## config.mk

```make
export PLATFORM = sky130hd
export DESIGN_NAME = register_read_unit_flat
export DESIGN_NICKNAME = d
export VERILOG_FILES = /design/src/rtl/regfile_pkg.sv /design/src/rtl/register_read_unit_if.sv /design/src/rtl/register_read_unit_reg_scoreboard.sv /design/src/rtl/register_read_unit.sv /design/src/flat_wrapper.sv
export SDC_FILE = /design/constraint.sdc
export NUM_CORES = 2
export LEC_CHECK = 0
export ABC_AREA = 0
export CAP_MARGIN = 0
export CORE_MARGIN = 2
export CORE_UTILIZATION = 35
export DETAILED_ROUTE_END_ITERATION = 10
export MAX_ROUTING_LAYER = met4
export PLACE_DENSITY = 0.59
export RECOVER_POWER = 25
export SLEW_MARGIN = 25
export SYNTH_ARGS = -nofsm -noshare
export SYNTH_HDL_FRONTEND = slang
export SYNTH_SLANG_ARGS = --single-unit
```

## constraint.sdc

```tcl
create_clock -name clk -period 5.2 [get_ports clk]
set_input_delay 1.3 -clock clk [delete_from_list [all_inputs] [get_ports clk]]
set_output_delay 1.3 -clock clk [all_outputs]
set_load 0.02 [all_outputs]
```

## src/rtl/regfile_pkg.sv

```systemverilog
// Shared constants for the operand-read stage: register/operand width,
// architectural register count, index width and the hardwired-zero index.
package regfile_pkg;

  localparam int DATA_WIDTH = 32;
  localparam int NUM_REGS   = 32;
  localparam int ADDR_WIDTH = 5;

  typedef logic [ADDR_WIDTH-1:0] reg_idx_t;
  typedef logic [DATA_WIDTH-1:0] reg_data_t;

  localparam reg_idx_t REG_ZERO = '0;

endpackage

```

## src/rtl/register_read_unit_if.sv

```systemverilog
// Issue / writeback / execute-facing bundle of the operand-read stage.
// master = pipeline side driving issue and writeback, slave = register_read_unit.
interface register_read_unit_if;
  import regfile_pkg::*;

  logic      issue_valid;
  logic      issue_ready;
  reg_idx_t  issue_rs;
  reg_idx_t  issue_rt;
  reg_idx_t  issue_rd;
  logic      issue_wen;

  logic      wb_valid;
  reg_idx_t  wb_rd;
  reg_data_t wb_data;

  logic      out_valid;
  logic      out_ready;
  reg_data_t rs_data;
  reg_data_t rt_data;
  reg_idx_t  out_rd;
  logic      out_wen;

  modport master (
    output issue_valid, issue_rs, issue_rt, issue_rd, issue_wen,
    output wb_valid, wb_rd, wb_data, out_ready,
    input  issue_ready, out_valid, rs_data, rt_data, out_rd, out_wen
  );

  modport slave (
    input  issue_valid, issue_rs, issue_rt, issue_rd, issue_wen,
    input  wb_valid, wb_rd, wb_data, out_ready,
    output issue_ready, out_valid, rs_data, rt_data, out_rd, out_wen
  );

endinterface

```

## src/rtl/register_read_unit_reg_scoreboard.sv

```systemverilog
// Pending-write scoreboard: one busy bit per architectural register.
// Set on an accepted writing issue, cleared by writeback; set wins on a tie.
// With REGFILE_BYPASS_EN a same-cycle matching writeback unblocks the index.
module reg_scoreboard
  import regfile_pkg::*;
(
  input  logic     clk,
  input  logic     rst_n,
  input  logic     set_en,
  input  reg_idx_t set_idx,
  input  logic     clr_en,
  input  reg_idx_t clr_idx,
  input  reg_idx_t rs_idx,
  input  reg_idx_t rt_idx,
  input  reg_idx_t rd_idx,
  output logic     rs_blocked,
  output logic     rt_blocked,
  output logic     rd_blocked
);

  logic [NUM_REGS-1:0] busy;

  // busy[0] is never set, so r0 can never be a hazard
  always_ff @(posedge clk or negedge rst_n) begin
    if (!rst_n) begin
      busy <= '0;
    end else begin
      for (int i = 1; i < NUM_REGS; i++) begin
        if (set_en && set_idx == ADDR_WIDTH'(i))
          busy[i] <= 1'b1;
        else if (clr_en && clr_idx == ADDR_WIDTH'(i))
          busy[i] <= 1'b0;
      end
    end
  end

  function automatic logic blocked(input reg_idx_t x);
    logic b;
    b = (x != REG_ZERO) && busy[x];
`ifdef REGFILE_BYPASS_EN
    b = b && !(clr_en && clr_idx == x);
`endif
    return b;
  endfunction

  // hazard flags for the three indices of the offered instruction
  always_comb begin
    rs_blocked = blocked(rs_idx);
    rt_blocked = blocked(rt_idx);
    rd_blocked = blocked(rd_idx);
  end

endmodule

```

## src/rtl/register_read_unit.sv

```systemverilog
// Operand-read stage: 32x32 register file, RAW/WAW scoreboard stall and a
// one-entry valid/ready output stage toward execute.
// Widths/counts come from regfile_pkg (DATA_WIDTH, NUM_REGS, ADDR_WIDTH).
// Optional macro REGFILE_BYPASS_EN: same-cycle writeback forwarding into the
// read ports and into the hazard check. Without it reads see reg[] only.
module register_read_unit
  import regfile_pkg::*;
(
  input  logic                 clk,
  input  logic                 rst_n,
  register_read_unit_if.slave  bus
);

  logic [NUM_REGS-1:0][DATA_WIDTH-1:0] regs;

  logic      wb_hit;
  logic      stage_free;
  logic      accept;
  logic      issue_ready;
  logic      rs_blk, rt_blk, rd_blk;
  reg_data_t rs_val, rt_val;

  logic      out_valid;
  reg_data_t rs_q, rt_q;
  reg_idx_t  rd_q;
  logic      wen_q;

  assign wb_hit      = bus.wb_valid && (bus.wb_rd != REG_ZERO);
  assign stage_free  = !out_valid || bus.out_ready;
  assign issue_ready = stage_free && !rs_blk && !rt_blk && !(bus.issue_wen && rd_blk);
  assign accept      = bus.issue_valid && issue_ready;

  reg_scoreboard u_sb (
    .clk        (clk),
    .rst_n      (rst_n),
    .set_en     (accept && bus.issue_wen && (bus.issue_rd != REG_ZERO)),
    .set_idx    (bus.issue_rd),
    .clr_en     (wb_hit),
    .clr_idx    (bus.wb_rd),
    .rs_idx     (bus.issue_rs),
    .rt_idx     (bus.issue_rt),
    .rd_idx     (bus.issue_rd),
    .rs_blocked (rs_blk),
    .rt_blocked (rt_blk),
    .rd_blocked (rd_blk)
  );

  // register file write; r0 is never written and stays zero
  always_ff @(posedge clk or negedge rst_n) begin
    if (!rst_n)
      regs <= '0;
    else if (wb_hit)
      regs[bus.wb_rd] <= bus.wb_data;
  end

  // read ports: r0 forced to zero, optional forwarding of the current writeback
  always_comb begin
    rs_val = regs[bus.issue_rs];
    rt_val = regs[bus.issue_rt];
`ifdef REGFILE_BYPASS_EN
    if (bus.wb_valid && bus.wb_rd == bus.issue_rs) rs_val = bus.wb_data;
    if (bus.wb_valid && bus.wb_rd == bus.issue_rt) rt_val = bus.wb_data;
`endif
    if (bus.issue_rs == REG_ZERO) rs_val = '0;
    if (bus.issue_rt == REG_ZERO) rt_val = '0;
  end

  // output stage: load on accept, drop valid on consume, otherwise hold
  always_ff @(posedge clk or negedge rst_n) begin
    if (!rst_n) begin
      out_valid <= 1'b0;
      rs_q      <= '0;
      rt_q      <= '0;
      rd_q      <= '0;
      wen_q     <= 1'b0;
    end else if (accept) begin
      out_valid <= 1'b1;
      rs_q      <= rs_val;
      rt_q      <= rt_val;
      rd_q      <= bus.issue_rd;
      wen_q     <= bus.issue_wen;
    end else if (bus.out_ready) begin
      out_valid <= 1'b0;
    end
  end

  assign bus.issue_ready = issue_ready;
  assign bus.out_valid   = out_valid;
  assign bus.rs_data     = rs_q;
  assign bus.rt_data     = rt_q;
  assign bus.out_rd      = rd_q;
  assign bus.out_wen     = wen_q;

endmodule

```

## src/flat_wrapper.sv

```systemverilog
// flat-port wrapper written by rule: the top's interface ports become plain ports
module register_read_unit_flat import regfile_pkg::*;
  (clk, rst_n, bus_issue_valid, bus_issue_rs, bus_issue_rt, bus_issue_rd, bus_issue_wen, bus_wb_valid, bus_wb_rd, bus_wb_data, bus_out_ready, bus_issue_ready, bus_out_valid, bus_rs_data, bus_rt_data, bus_out_rd, bus_out_wen);
  register_read_unit_if bus_i ();
  input  logic clk;
  input  logic rst_n;
  input wire logic [$bits(bus_i.issue_valid)-1:0] bus_issue_valid;
  input wire logic [$bits(bus_i.issue_rs)-1:0] bus_issue_rs;
  input wire logic [$bits(bus_i.issue_rt)-1:0] bus_issue_rt;
  input wire logic [$bits(bus_i.issue_rd)-1:0] bus_issue_rd;
  input wire logic [$bits(bus_i.issue_wen)-1:0] bus_issue_wen;
  input wire logic [$bits(bus_i.wb_valid)-1:0] bus_wb_valid;
  input wire logic [$bits(bus_i.wb_rd)-1:0] bus_wb_rd;
  input wire logic [$bits(bus_i.wb_data)-1:0] bus_wb_data;
  input wire logic [$bits(bus_i.out_ready)-1:0] bus_out_ready;
  output wire logic [$bits(bus_i.issue_ready)-1:0] bus_issue_ready;
  output wire logic [$bits(bus_i.out_valid)-1:0] bus_out_valid;
  output wire logic [$bits(bus_i.rs_data)-1:0] bus_rs_data;
  output wire logic [$bits(bus_i.rt_data)-1:0] bus_rt_data;
  output wire logic [$bits(bus_i.out_rd)-1:0] bus_out_rd;
  output wire logic [$bits(bus_i.out_wen)-1:0] bus_out_wen;
  assign bus_i.issue_valid = bus_issue_valid;
  assign bus_i.issue_rs = bus_issue_rs;
  assign bus_i.issue_rt = bus_issue_rt;
  assign bus_i.issue_rd = bus_issue_rd;
  assign bus_i.issue_wen = bus_issue_wen;
  assign bus_i.wb_valid = bus_wb_valid;
  assign bus_i.wb_rd = bus_wb_rd;
  assign bus_i.wb_data = bus_wb_data;
  assign bus_i.out_ready = bus_out_ready;
  assign bus_issue_ready = bus_i.issue_ready;
  assign bus_out_valid = bus_i.out_valid;
  assign bus_rs_data = bus_i.rs_data;
  assign bus_rt_data = bus_i.rt_data;
  assign bus_out_rd = bus_i.out_rd;
  assign bus_out_wen = bus_i.out_wen;
  register_read_unit u_core (.clk(clk), .rst_n(rst_n), .bus(bus_i));
endmodule
```

==> out/metrics.csv <==
metric,value,unit
sw frac,0.273,
Top Ports,130,
Async SR Flop Fraction,1.00,
layout overhead on the synthesized area,13.4,%
clk buf depth,3,
critical path class,in -> out,
cell repeated most along the worst path,clkdlybuf4s50_1,
standby leakage power,0.0280,uW
die height,413,um
initial core utilization,0.351,
M1 GR Usage,0.295,
NetSw,7300,uW
largest net degree at the start of global routing,125,
Worst setup SP type,primary input,
pre-CTS setup slack,160,ps
CP Max Fanout,8,
Yosys cell types,46,
mapped cell area,58500,sq um
most numerous cell in the Yosys netlist,dfrtp_1,
Yosys top cell by area,dfrtp_1,
RSZ-0062 raised after global routing,false,
WL final,175,mm
"Hold-fix buffers, CTS",0,
Top delay family on crit path,buffers and inverters,
Final Hold Viols,0,
Slew headroom,-1.62,
worst path bufs/invs,3,
Final ANT Viol Nets,0,
"Seq/Total Area, Yosys",0.481,
Vias,34500,
TritonCTS Buffers,120,
"CTS clk-pin slew, worst paths",60,ps
Synth Instances,3638,
syn avg cell area,16.1,sq um
setup bufs post-CTS,0,
# rows,150,
GRT Total Usage,0.213,
drt drc,0,
CP Data Required Time,3900,ps
M2 GR Usage,0.323,
met3 Resource Use GR,0.0347,
Clk Tree Root Cell,clkbuf_16,
combinational share of power,0.219,
most area-consuming cells after synthesis,"dfrtp_1 (48%), mux4_2 (25%), mux2_2 (20%)",
Iteration-0 DRC Markers,2792,
post-synth top area share,0.481,
CP peak stage delay,730,ps
post-synth net total,3696,
final worst path period share,0.972,
Total Nets Final,3643,
core area,167000,sq um
CP Capture Type,output port,
Hold WC Path Type,reg -> reg,
CP arrival,3750,ps
violated checks,"max-capacitance violations, max-slew violations",
initial antenna violation count,15,
Pre-Repair DR Iteration Count,5,
Setup-failing EPs final,0,
#FFs+latches synth,1126,
Final HPWL DP,95.3,mm
Die Width,413,um
port bufs,129,
vias in the first global route,35900,
GR peak layer,met2,
Clock Power Share,0.337,
smallest setup slack after layout,147,ps
sequential share of power,0.444,
WL/cell,29.6,um
dominant synthesized flop cell,dfrtp_1,
number of enable flip-flop cells after synthesis,0,
layout cell share with drive strength beyond 1,0.570,
clk_lat worst skew,760,ps
Fmax achieved,198,MHz
Slowest cell on crit path,clkdlybuf4s50_1,
CTS tree,built,
pwr dens,402,nW/um^2
Worst-Margin Slew,3930,ps
first-pass GRT wire length,258,mm
Pint,19400,uW
Worst Skew,32.4,ps
H-tree levels,3,
Ys Warns,1,
CTS resizes,0,
Synth top cells by count,"dfrtp_1 (1126), mux2_2 (1060), mux4_2 (656)",
CTS Sinks,1126,
GP Congestion,0.803,
CP cell instances,clkdlybuf4s50_1 > mux2i_1 > mux4_2 > a211oi_1 > nand2_1 > nand4_1 > inv_1 > clkdlybuf4s50_1,
Final Slew Violations,59,
routed vias/inst,5.84,
crit path time final,5050,ps
global route overflow,0,
Worst VDD drop,274,uV
Final Util,0.398,
final setup TNS,0,ps
Max-Cap Viols,1,
status,"complete, but fails checks",
full die area,171000,sq um
[routing by layer]
layer  part of all wire  wire length (um)
met2               0.47             82300
met3              0.056              9800
met1               0.44             77700
met5                  0                 0
met4              0.028              4900
[logic make-up after synthesis]
| family | Yosys count | share of synthesized area |
|---|---|---|
| buf+inv | 488 | 0.0322 |
| compound gates | 121 | 0.0126 |
| mux | 1733 | 0.460 |
| simple gates | 170 | 0.0138 |
| flops | 1126 | 0.481 |
[state kept, by name (all words and copies together), names as in the netlist]
signal	flops
u_core.bus.out_rd	5
u_core.bus.out_valid	1
u_core.bus.out_wen	1
u_core.bus.rs_data	32
u_core.bus.rt_data	32
u_core.regs	1024
u_core.u_sb.busy	31
[worst paths after layout]
kind                                       from                     end  depth (start not counted)  slack, ps
max                             bus_issue_rd[1]         bus_issue_ready                          8        150
min reg2reg                      u_core.regs[9]          u_core.regs[9]                          0        390
max in group asynchronous                 rst_n        u_core.regs[675]                          2        660
min                              u_core.regs[9]          u_core.regs[9]                          0        390
max reg2reg                u_core.u_sb.busy[24]  u_core.bus.rs_data[18]                          7       1900
min in group asynchronous                 rst_n        u_core.regs[776]                          1       2130
[metrics by stage]
stage / instances / hold slack, ps / area [sq um] / total power (uW)
global placement: 5667 / 377 / 62400 / 17700
detailed placement: 5667 / 383 / 62400 / 17900
floorplan: 3638 / 441 / 58500 / 15800
finish: 5901 / 391 / 66400 / 26700
CTS: 5893 / 396 / 66500 / 27000
global route: 5901 / 407 / 66400 / 27900
[final cells by class]
| cell class | instances | area (sq um) |
|---|---|---|
| Antenna cell | 8 | 20.0 |
| Clock buffer | 179 | 3610 |
| Clock inverter | 47 | 531 |
| Fill cell | 15300 | 100000 |
| Inverter | 75 | 282 |
| Multi-Input combinational cell | 2024 | 28700 |
| Sequential cell | 1126 | 28200 |
| Tap cell | 2204 | 2760 |
| Timing Repair Buffer | 238 | 2280 |
[power by group through the flow]
stage / Combinational [uW] / Clock (uW) / Sequential, uW
after global routing: 6270 / 9550 / 12100
after detailed placement: 5930 / 0 / 12000
after floorplan: 4020 / 0 / 11800
final: 5860 / 8990 / 11900
after global placement: 5830 / 0 / 11900
after CTS: 5940 / 9180 / 11800
[layout by cell type, fill, tap and decap left out, types with 31 or more instances in the layout]
master,instances
mux2_2,1060
clkbuf_16,122
o21ai_0,74
dfrtp_1,1126
buf_2,31
buf_4,76
mux4_2,656
nand2_1,89
clkbuf_8,34
clkdlybuf4s50_1,87
inv_1,75
Power figures use the tool's default switching activity.
